[src/rtl/multicycle_core_ctrl.sv]
// Multi-cycle control FSM for the RV32I core: sequences fetch, decode,
// execute, memory and writeback, with a memory-wait watchdog, an
// illegal-instruction trap and a retired-instruction counter.
module multicycle_core_ctrl #(
  parameter int TIMEOUT = 16,
  parameter int CNT_W   = 32
) (
  input  logic             clk,
  input  logic             rst,
  output logic             imem_req,
  input  logic             imem_ready,
  output logic             ir_we,
  input  logic [5:0]       dec_type,
  input  logic             is_load,
  input  logic             is_jal,
  input  logic             is_jalr,
  input  logic             br_taken,
  output logic             dmem_req,
  output logic             dmem_we,
  input  logic             dmem_ready,
  output logic             pc_we,
  output logic [1:0]       pc_sel,
  output logic             rf_we,
  output logic [1:0]       wb_sel,
  output logic             retire,
  output logic [CNT_W-1:0] instret,
  output logic             illegal,
  output logic             bus_err,
  output logic             halted
);

  typedef enum logic [2:0] {
    BOOT, FETCH, DECODE, EXEC, MEM, WB, TRAP, HALT
  } state_t;

  // Watchdog must be able to hold the value TIMEOUT itself.
  localparam int WD_W = (TIMEOUT < 1) ? 1 : $clog2(TIMEOUT + 1);

  state_t          state, state_nxt;
  logic [WD_W-1:0] wd;
  logic            is_u, is_i, is_r, is_s, is_b, is_j;
  logic            wd_active, ready_cur, expire;

  assign {is_u, is_i, is_r, is_s, is_b, is_j} = dec_type;

  // Watchdog only watches the two states that wait on a memory handshake.
  assign wd_active = (state == FETCH) || (state == MEM);
  assign ready_cur = (state == FETCH) ? imem_ready : dmem_ready;
  assign expire    = (TIMEOUT != 0) && wd_active && !ready_cur &&
                     (wd == WD_W'(TIMEOUT));

  // State register.
  always_ff @(posedge clk or posedge rst) begin
    if (rst) state <= BOOT;
    else     state <= state_nxt;
  end

  // Wait counter: restarts whenever the current wait state is left or ready arrives.
  always_ff @(posedge clk or posedge rst) begin
    if (rst)                                     wd <= '0;
    else if (wd_active && !ready_cur && !expire) wd <= wd + 1'b1;
    else                                         wd <= '0;
  end

  // Retired-instruction counter; wraps silently.
  always_ff @(posedge clk or posedge rst) begin
    if (rst)              instret <= '0;
    else if (state == WB) instret <= instret + CNT_W'(1);
  end

  // Next-state and strobe decode.
  always_comb begin
    state_nxt = state;
    imem_req  = 1'b0;
    ir_we     = 1'b0;
    dmem_req  = 1'b0;
    dmem_we   = 1'b0;
    pc_we     = 1'b0;
    pc_sel    = 2'b00;
    rf_we     = 1'b0;
    wb_sel    = 2'b00;
    retire    = 1'b0;
    illegal   = 1'b0;
    bus_err   = 1'b0;
    halted    = 1'b0;
    case (state)
      BOOT: state_nxt = FETCH;
      FETCH: begin
        // ready is checked first so a same-cycle arrival beats expiry
        if (imem_ready) begin
          imem_req  = 1'b1;
          ir_we     = 1'b1;
          state_nxt = DECODE;
        end else if (expire) begin
          bus_err   = 1'b1;
          state_nxt = HALT;
        end else begin
          imem_req  = 1'b1;
        end
      end
      DECODE: state_nxt = (dec_type == 6'd0) ? TRAP : EXEC;
      EXEC:   state_nxt = (is_load || is_s) ? MEM : WB;
      MEM: begin
        if (dmem_ready) begin
          dmem_req  = 1'b1;
          dmem_we   = is_s;
          state_nxt = WB;
        end else if (expire) begin
          bus_err   = 1'b1;
          state_nxt = HALT;
        end else begin
          dmem_req  = 1'b1;
          dmem_we   = is_s;
        end
      end
      WB: begin
        pc_we  = 1'b1;
        retire = 1'b1;
        rf_we  = is_r | is_i | is_u | is_j;
        if (is_jal)                pc_sel = 2'b01;
        else if (is_jalr)          pc_sel = 2'b10;
        else if (is_b && br_taken) pc_sel = 2'b01;
        if (is_load)               wb_sel = 2'b01;
        else if (is_jal || is_jalr) wb_sel = 2'b10;
        state_nxt = FETCH;
      end
      TRAP: begin
        illegal   = 1'b1;
        pc_we     = 1'b1;
        state_nxt = FETCH;
      end
      HALT:    halted = 1'b1;
      default: state_nxt = BOOT;
    endcase
    // Strobes are held quiet for the whole time reset is applied.
    if (rst) begin
      imem_req = 1'b0;
      ir_we    = 1'b0;
      dmem_req = 1'b0;
      dmem_we  = 1'b0;
      pc_we    = 1'b0;
      pc_sel   = 2'b00;
      rf_we    = 1'b0;
      wb_sel   = 2'b00;
      retire   = 1'b0;
      illegal  = 1'b0;
      bus_err  = 1'b0;
      halted   = 1'b0;
    end
  end

endmodule

[config.mk]
export PLATFORM = sky130hd
export DESIGN_NAME = multicycle_core_ctrl
export DESIGN_NICKNAME = d
export VERILOG_FILES = /design/src/rtl/multicycle_core_ctrl.sv
export SDC_FILE = /design/constraint.sdc
export NUM_CORES = 1
export LEC_CHECK = 0
export BUFFER_PORTS_ARGS = -buffer_cell sky130_fd_sc_hd__buf_2
export CORE_ASPECT_RATIO = 0.5
export CORE_MARGIN = 2
export CORE_UTILIZATION = 50
export CTS_CLUSTER_SIZE = 28
export DETAILED_ROUTE_END_ITERATION = 8
export PLACE_DENSITY = 0.77
export REMOVE_ABC_BUFFERS = 1
export SLEW_MARGIN = 30
export SYNTH_ARGS = -nofsm -noshare
export SYNTH_HDL_FRONTEND = slang
export SYNTH_SLANG_ARGS = --single-unit
[constraint.sdc]
create_clock -name clk -period 3.5 [get_ports clk]
set_input_delay 0.175 -clock clk [delete_from_list [all_inputs] [get_ports clk]]
set_output_delay 0.175 -clock clk [all_outputs]
set_load 0.01 [all_outputs]
==> out/qor.csv, run 1 <==
metric;value;unit
ios;60;
critPathTopFamily;flip-flops;
gr-usage-met1;27.91;%
p_per_area;499.2;nW/µm²
die_x;96.02;µm
clkSinkCount;40;
netlist.area_leader.share;47.28;%
cts_htree_levels;2;
ys_seq_area_share;47.28;%
drive_gt1_share;29.81;%
met2_usage;32.99;%
fin_worst_skew;0.005466;ns
critPathKind;flop to primary output;
cts_resized;0;
run_status;completed;
dieArea;4802;µm²
grt_pass1_vias;1668;
ff2ff_setup_slack;1.80;ns
grt_pass1_wl;7672;µm
hpwl;3203;µm
synthTopCellsByArea;dfrtp_1 47%, xnor2_1 12%, nand4_1 4.1%, nand3_1 3.3%, nand2_1 3.2%;
worstPathRequired;3.32;ns
num_antenna_cells;0;
rr_endpoint;instret[28];
syn_area;2117;µm²
grt-ovfl-total;0;
syn-instance-count;200;
initial_core_util;53.14;%
synth_area_leader_cell;dfrtp_1;
crit_path_end_kind;primary output;
grtUsageTotal;20.31;%
gp_congestion;0.8655;
reg2reg_depth;4;
slew_violations;0;
path_clk_slew;0.08;ns
period_needed;2.082;ns
maxCapViolCount;0;
busiest_layer;met2;
worst_hold_path.endpoint;state[0];
area_growth;22.34;%
cp_slowest_cell;dfrtp_1;
numCtsBuffers;5;
drc;0;
hold_start;dmem_ready;
hold_depth;3;
clockBufferDepth;2;
finalWirelength;4273;µm
r2r-start;state[0];
grt_max_degree;33;
path_buf_inv;1;
final_antenna_net_count;0;
cts_tree;built;
viasPerCell;5.266;
final_nets;281;
power_leakage;1.354;nW
worst_pin_slew;0.4324;ns
dr.pass1.iters;4;
gr-usage-met3;4.587;%
syn_area_per_cell;10.59;µm²
timing.fmax;480.3;MHz
synth_seq_cells;40;
row_count;16;
synth_cell_types;39;
cp.arrival;1.91;ns
stdcell_area;2590;µm²
ir_worst_vdd;0.0003735;V
coreArea;3984;µm²
drt_iter0_markers;64;
setup_viol;0;
hp-class;primary input to flop;
fin_crit_sh;59.49;%
die_h;50.01;µm
setup-tns-final;0;ns
clockRootBuffer;clkbuf_8;
path_cells;nor3b_1 -> o21bai_1 -> o311a_1 -> and2_1 -> buf_2;
vias;1680;
clk_latency;0.29;ns
slowest_delay;0.61;ns
hold_viol;0;
wire_per_inst;13.39;µm
rsz0062_at_grt;no;
crit_fanout;13;
relSlewSlack;71.17;%
fill_cells;329;
port-buffer-count;59;
placed_area;2459;µm²
antenna_found_initial;0;
critPathLaunchType;flop;
yosysWarnings;0;
## report_power, final
part	switching (W)	leakage [nW]	total [W]	internal, W
Clock	0.000164	0.0614	0.000398	0.000233
Combinational	0.000158	0.746	0.000295	0.000137
Sequential	0.0000929	0.546	0.000600	0.000507
## synth_stat cells
cell type and number:
buf_2 2, nor3_4 3, nand2b_1 2, and3b_1 1
and3_1 5, or2_2 1, buf_4 1, nand4_2 1
and4_1 1, nor4_1 2, nor2_1 15, o21bai_1 1
and2_1 2, nand3_1 14, o21ai_0 3, a31oi_1 2
nor2b_1 1, o311ai_0 1, buf_6 1, nor3b_1 3
inv_1 6, or3b_2 1, o311a_1 1, nand2_1 18
o211ai_1 1, nand4_4 1, and2b_1 1, nand3b_4 1
xnor2_1 28, or2b_1 1, ha_1 3, xor2_1 6
a21oi_1 1, nor4_4 3, nor3_1 10, dfrtp_1 40
nand4_1 14, nor4b_1 1, nand4bb_1 1
## state kept, by name, summed over array words and instances (netlist names)
register  count
wd            5
state         3
instret      32
## kinds of logic after synthesis
group	Yosys count	synth area share, %
XOR/XNOR	34	14.07
adder cells (fa/ha/maj)	3	1.773
AO/OA/AOI/OAI	10	3.132
AND/OR/NAND/NOR	103	31.32
flip-flops	40	47.28
buffers and inverters	10	2.423
## through the flow
step           hold slack [ns]  worst slack [ns]  total power, W  utilization (%)  std cells
2_1_floorplan           0.3454             1.638       0.0007990                -        196
3_3_place_gp            0.2278             1.823       0.0008878            61.71        310
3_5_place_dp            0.2400             1.736       0.0009029            61.71        310
4_1_cts                 0.2401             1.414        0.001308            65.01        319
5_1_grt                 0.2565             1.249        0.001375            65.01        319
6_report                0.2432             1.418        0.001293            65.01        319
## worst reg2reg max path, delay by kind of cell (launching register included)
kind                      cells  cell delay [ns]
DFF                           1             0.61
and+or+nand+nor               3             0.82
xor gates and xnor gates      1             0.15
## layer usage
metal | up-vias | wire [µm]
met4 | 0 | 29
met1 | 810 | 2004
li1 | 835 | -
met2 | 33 | 2063
met3 | 2 | 175
met5 | - | 0
## worst max-delay path by stage
stage / startpoint / end / slack, ns / cells after the start
4_1_cts: wd[0] / dmem_we / 1.41 / 6
6_report: state[0] / dmem_we / 1.42 / 5
3_5_place_dp: wd[0] / dmem_we / 1.74 / 6
3_3_place_gp: wd[0] / dmem_we / 1.82 / 6
5_1_grt: state[0] / dmem_we / 1.25 / 5
2_1_floorplan: rst / wb_sel[1] / 1.64 / 3
## final cells by class
cell class,count,area (µm²),area share (%)
Tap cell,54,67.56,2.609
Inverter,6,22.52,0.8696
Clock buffer,6,82.58,3.188
Multi-Input combinational cell,150,1065,41.11
Sequential cell,40,1001,38.65
Timing Repair Buffer,61,312.8,12.08
Clock inverter,2,38.79,1.498
## timing repair
item | CTS | global route
endpoints found under the hold margin | 8 | 0
buffers inserted | 0 | 0
hold buffers | 1 | 0
## cell usage in the layout (no fill, tap or decap), types with 2 or more instances in the layout
master | Yosys | routed
nor4_4 | 3 | 3
and2_1 | 2 | 2
ha_1 | 3 | 3
nor3b_1 | 3 | 3
nand2b_1 | 2 | 2
nand2_1 | 18 | 18
nor2_1 | 15 | 15
nor3_4 | 3 | 3
nand3_1 | 14 | 14
nor3_1 | 10 | 10
o21ai_0 | 3 | 3
buf_2 | 2 | 59
and3_1 | 5 | 5
inv_1 | 6 | 6
nor4_1 | 2 | 2
nand4_1 | 14 | 14
xor2_1 | 6 | 6
xnor2_1 | 28 | 28
clkbuf_8 | 0 | 6
dfrtp_1 | 40 | 40
a31oi_1 | 2 | 2
Power figures use the tool's default switching activity.
==> run 2, diff against run 1 <==
--- a/config.mk
+++ b/config.mk
@@ -8,10 +8,10 @@
 export BUFFER_PORTS_ARGS = -buffer_cell sky130_fd_sc_hd__buf_2
 export CORE_ASPECT_RATIO = 0.5
 export CORE_MARGIN = 2
-export CORE_UTILIZATION = 50
+export CORE_UTILIZATION = 47
 export CTS_CLUSTER_SIZE = 28
 export DETAILED_ROUTE_END_ITERATION = 8
-export PLACE_DENSITY = 0.77
+export PLACE_DENSITY = 0.76
 export REMOVE_ABC_BUFFERS = 1
 export SLEW_MARGIN = 30
 export SYNTH_ARGS = -nofsm -noshare
==> constraint.sdc (replaced) <==
create_clock -name clk -period 1.9 [get_ports clk]
set_input_delay 0.095 -clock clk [delete_from_list [all_inputs] [get_ports clk]]
set_output_delay 0.095 -clock clk [all_outputs]
set_load 0.01 [all_outputs]
==> run 2 against run 1 <==
Die area increased by 6.0%. Count of clock-buffer cells in the layout is the same. Largest cell class unchanged. Worst hold slack worse by 0.066 ns. Largest power group unchanged. Utilization shrank 3.9 points. Via count is 3.1% higher. Wire length increased by 7.2%. Power is 92% higher. Critical path depth rose by 1. Flip-flop and latch count is the same.
==> out/qor.csv, run 2 (synthesis results as in run 1) <==
metric;value;unit;change
critPathKind;flop to primary output;;
hold_start;dmem_ready;;
clock_power_share;29.4;%;-1.4 points
path_clk_slew;0.07;ns;about the same
drive_gt1_share;34.19;%;+4.4 points
regArea;1005;µm²;+0.37%
cts_htree_levels;2;;unchanged
ff2ff_setup_slack;0.19;ns;-1.61 ns
wire_per_inst;13.92;µm;+3.9%
fin_crit_sh;96.25;%;
worstPathRequired;1.80;ns;-1.52 ns
critPathLaunchType;flop;;
num_antenna_cells;0;;unchanged
die_x;98.92;µm;+3.0%
crit_fanout;4;;-9
total_power;0.002488;W;+92%
grtUsageTotal;19.87;%;-0.44 points
final_nets;288;;+2.5%
switching_share;31.92;%;-0.24 points
row_count;17;;+1
power_leakage;1.383;nW;+2.1%
clk_latency;0.30;ns;about the same
largest_reg_flops;32;;unchanged
period_needed;1.829;ns;
final_antenna_net_count;0;;unchanged
r2r-start;instret[0];;
cts_tree;built;;
rsz0062_at_grt;yes;;
setup_viol;0;;unchanged
maxCapViolCount;0;;unchanged
crit_path_start;wd[0];;
finalNonFillerCells;329;;+3.1%
run_status;completed;;
clockBufferDepth;2;;unchanged
ios;60;;unchanged
final.setup.worst_slack;0.07125;ns;-1.347 ns
finalWirelength;4579;µm;+7.2%
fill_cells;365;;+11%
layout_commonest_cell;buf_2;;
slew_violations;0;;unchanged
worst_hold_path.endpoint;state[0];;
p_per_area;933.8;nW/µm²;+87%
reg.largest.list;instret: 32 flops, wd: 5 flops, state: 3 flops;;
area_growth;25.83;%;
coreArea;4360;µm²;+9.5%
hold_depth;3;;unchanged
clockRootBuffer;clkbuf_8;;
regMostFlops;instret;;
gp_congestion;0.9067;;+4.8%
crit_path_end_kind;primary output;;
worst_pin_slew;0.3891;ns;-0.04333 ns
viasPerCell;5.264;;about the same
dieArea;5090;µm²;+6.0%
multi_input_area;1079;µm²;+1.3%
preCtsSetupSlack;0.1693;ns;-1.566 ns
grt_max_degree;27;;-18%
fin_worst_skew;0.01060;ns;+0.005138 ns
drc;0;;unchanged
combinationalPowerShare;26.9;%;+4.1 points
p_sw;0.0007940;W;+91%
drt_iter0_markers;61;;-4.7%
p_seq_share;43.7;%;-2.7 points
timing.fmax;546.8;MHz;
dr.pass1.iters;4;;unchanged
clkSinkCount;40;;unchanged
grt-ovfl-total;0;;unchanged
reg2reg_depth;5;;+1
rr_endpoint;instret[28];;
antenna_found_initial;0;;unchanged
dpl.cell_count;314;;+1.3%
port-buffer-count;59;;unchanged
relSlewSlack;73.87;%;+2.7 points
initial_core_util;48.55;%;-4.6 points
mostFrequentLayoutCells;59 x buf_2, 37 x dfrtp_1, 28 x xnor2_1;;
hp-class;primary input to flop;;
ir_worst_vdd;0.0005435;V;+46%
hold_viol;0;;unchanged
hpwl;3340;µm;+4.3%
vias;1732;;+3.1%
grt_pass1_vias;1669;;+0.060%
grt_pass1_wl;7893;µm;+2.9%
cp.arrival;1.73;ns;-0.18 ns
die_h;51.46;µm;+2.9%
numCtsBuffers;5;;unchanged
p_int;0.001694;W;+93%
## run 2: changes by cell type in the layout (fill, tap and decap cells not counted)
cell      previous run  this run
nor3b_2              0         1
ha_1                 3         2
o21bai_2             0         1
buf_4                1         8
o21bai_1             1         0
dfrtp_1             40        37
nor2_1              15        14
nor3b_1              3         2
ha_2                 0         1
dfrtp_2              0         3
nor2_2               0         1
## run 2: critical path: stages (launching register included)
cell	delay, ns
dfrtp_1	0.41
inv_1	0.07
ha_2	0.17
nand4bb_1	0.13
o311a_1	0.40
and2_1	0.14
buf_2	0.13
## run 2: timing repair
action,CTS,global route
hold endpoints to repair,21,0
pin swaps,0,3
endpoints found under the setup margin,2,2
gates resized for setup,2,5
cloned,0,0
hold buffers,1,0
buffers inserted,5,1
## run 2: worst max-delay path by stage
stage / to / slack [ns] / cells past startpoint
after detailed placement: instret[29] / 0.17 / 4
after global routing: dmem_we / -0.005 / 6
final: dmem_we / 0.07 / 6
after global placement: instret[28] / 0.21 / 5
after floorplan: wb_sel[1] / 0.20 / 3
after CTS: dmem_we / 0.03 / 5
## run 2: routing by layer
| metal | vias up | routed length, µm | track usage [%] |
|---|---|---|---|
| met5 | - | 0 | 0 |
| met4 | 0 | 48 | 6.621 |
| li1 | 851 | - | - |
| met2 | 29 | 2296 | 33.90 |
| met1 | 845 | 2091 | 25.72 |
| met3 | 7 | 143 | 4.104 |
## run 2: power groups by stage
stage          registers, W  clock network [W]  logic, W
2_1_floorplan       0.00110                  0  0.000371
3_3_place_gp        0.00111                  0  0.000530
3_5_place_dp        0.00112                  0  0.000546
4_1_cts             0.00108           0.000753  0.000641
5_1_grt             0.00110           0.000787  0.000755
6_report            0.00109           0.000732  0.000670
## run 2: cell type report
type	instances	share of cell area, %
multi-input combinational	150	40.49
tap	57	2.677
inverter	6	0.8455
sequential	40	37.72
clock inverter	2	1.456
timing repair buffer	68	13.72
clock buffer	6	3.100
## run 2: stage by stage
stage	area (µm²)	TNS, ns	hold WS (ns)	util (%)
global placement	2470	0	0.2612	56.64
floorplan	2088	0	0.2403	-
detailed placement	2470	0	0.2748	56.64
CTS	2641	0	0.1600	60.57
finish	2664	0	0.1768	61.09
global route	2664	-0.005189	0.2194	61.09
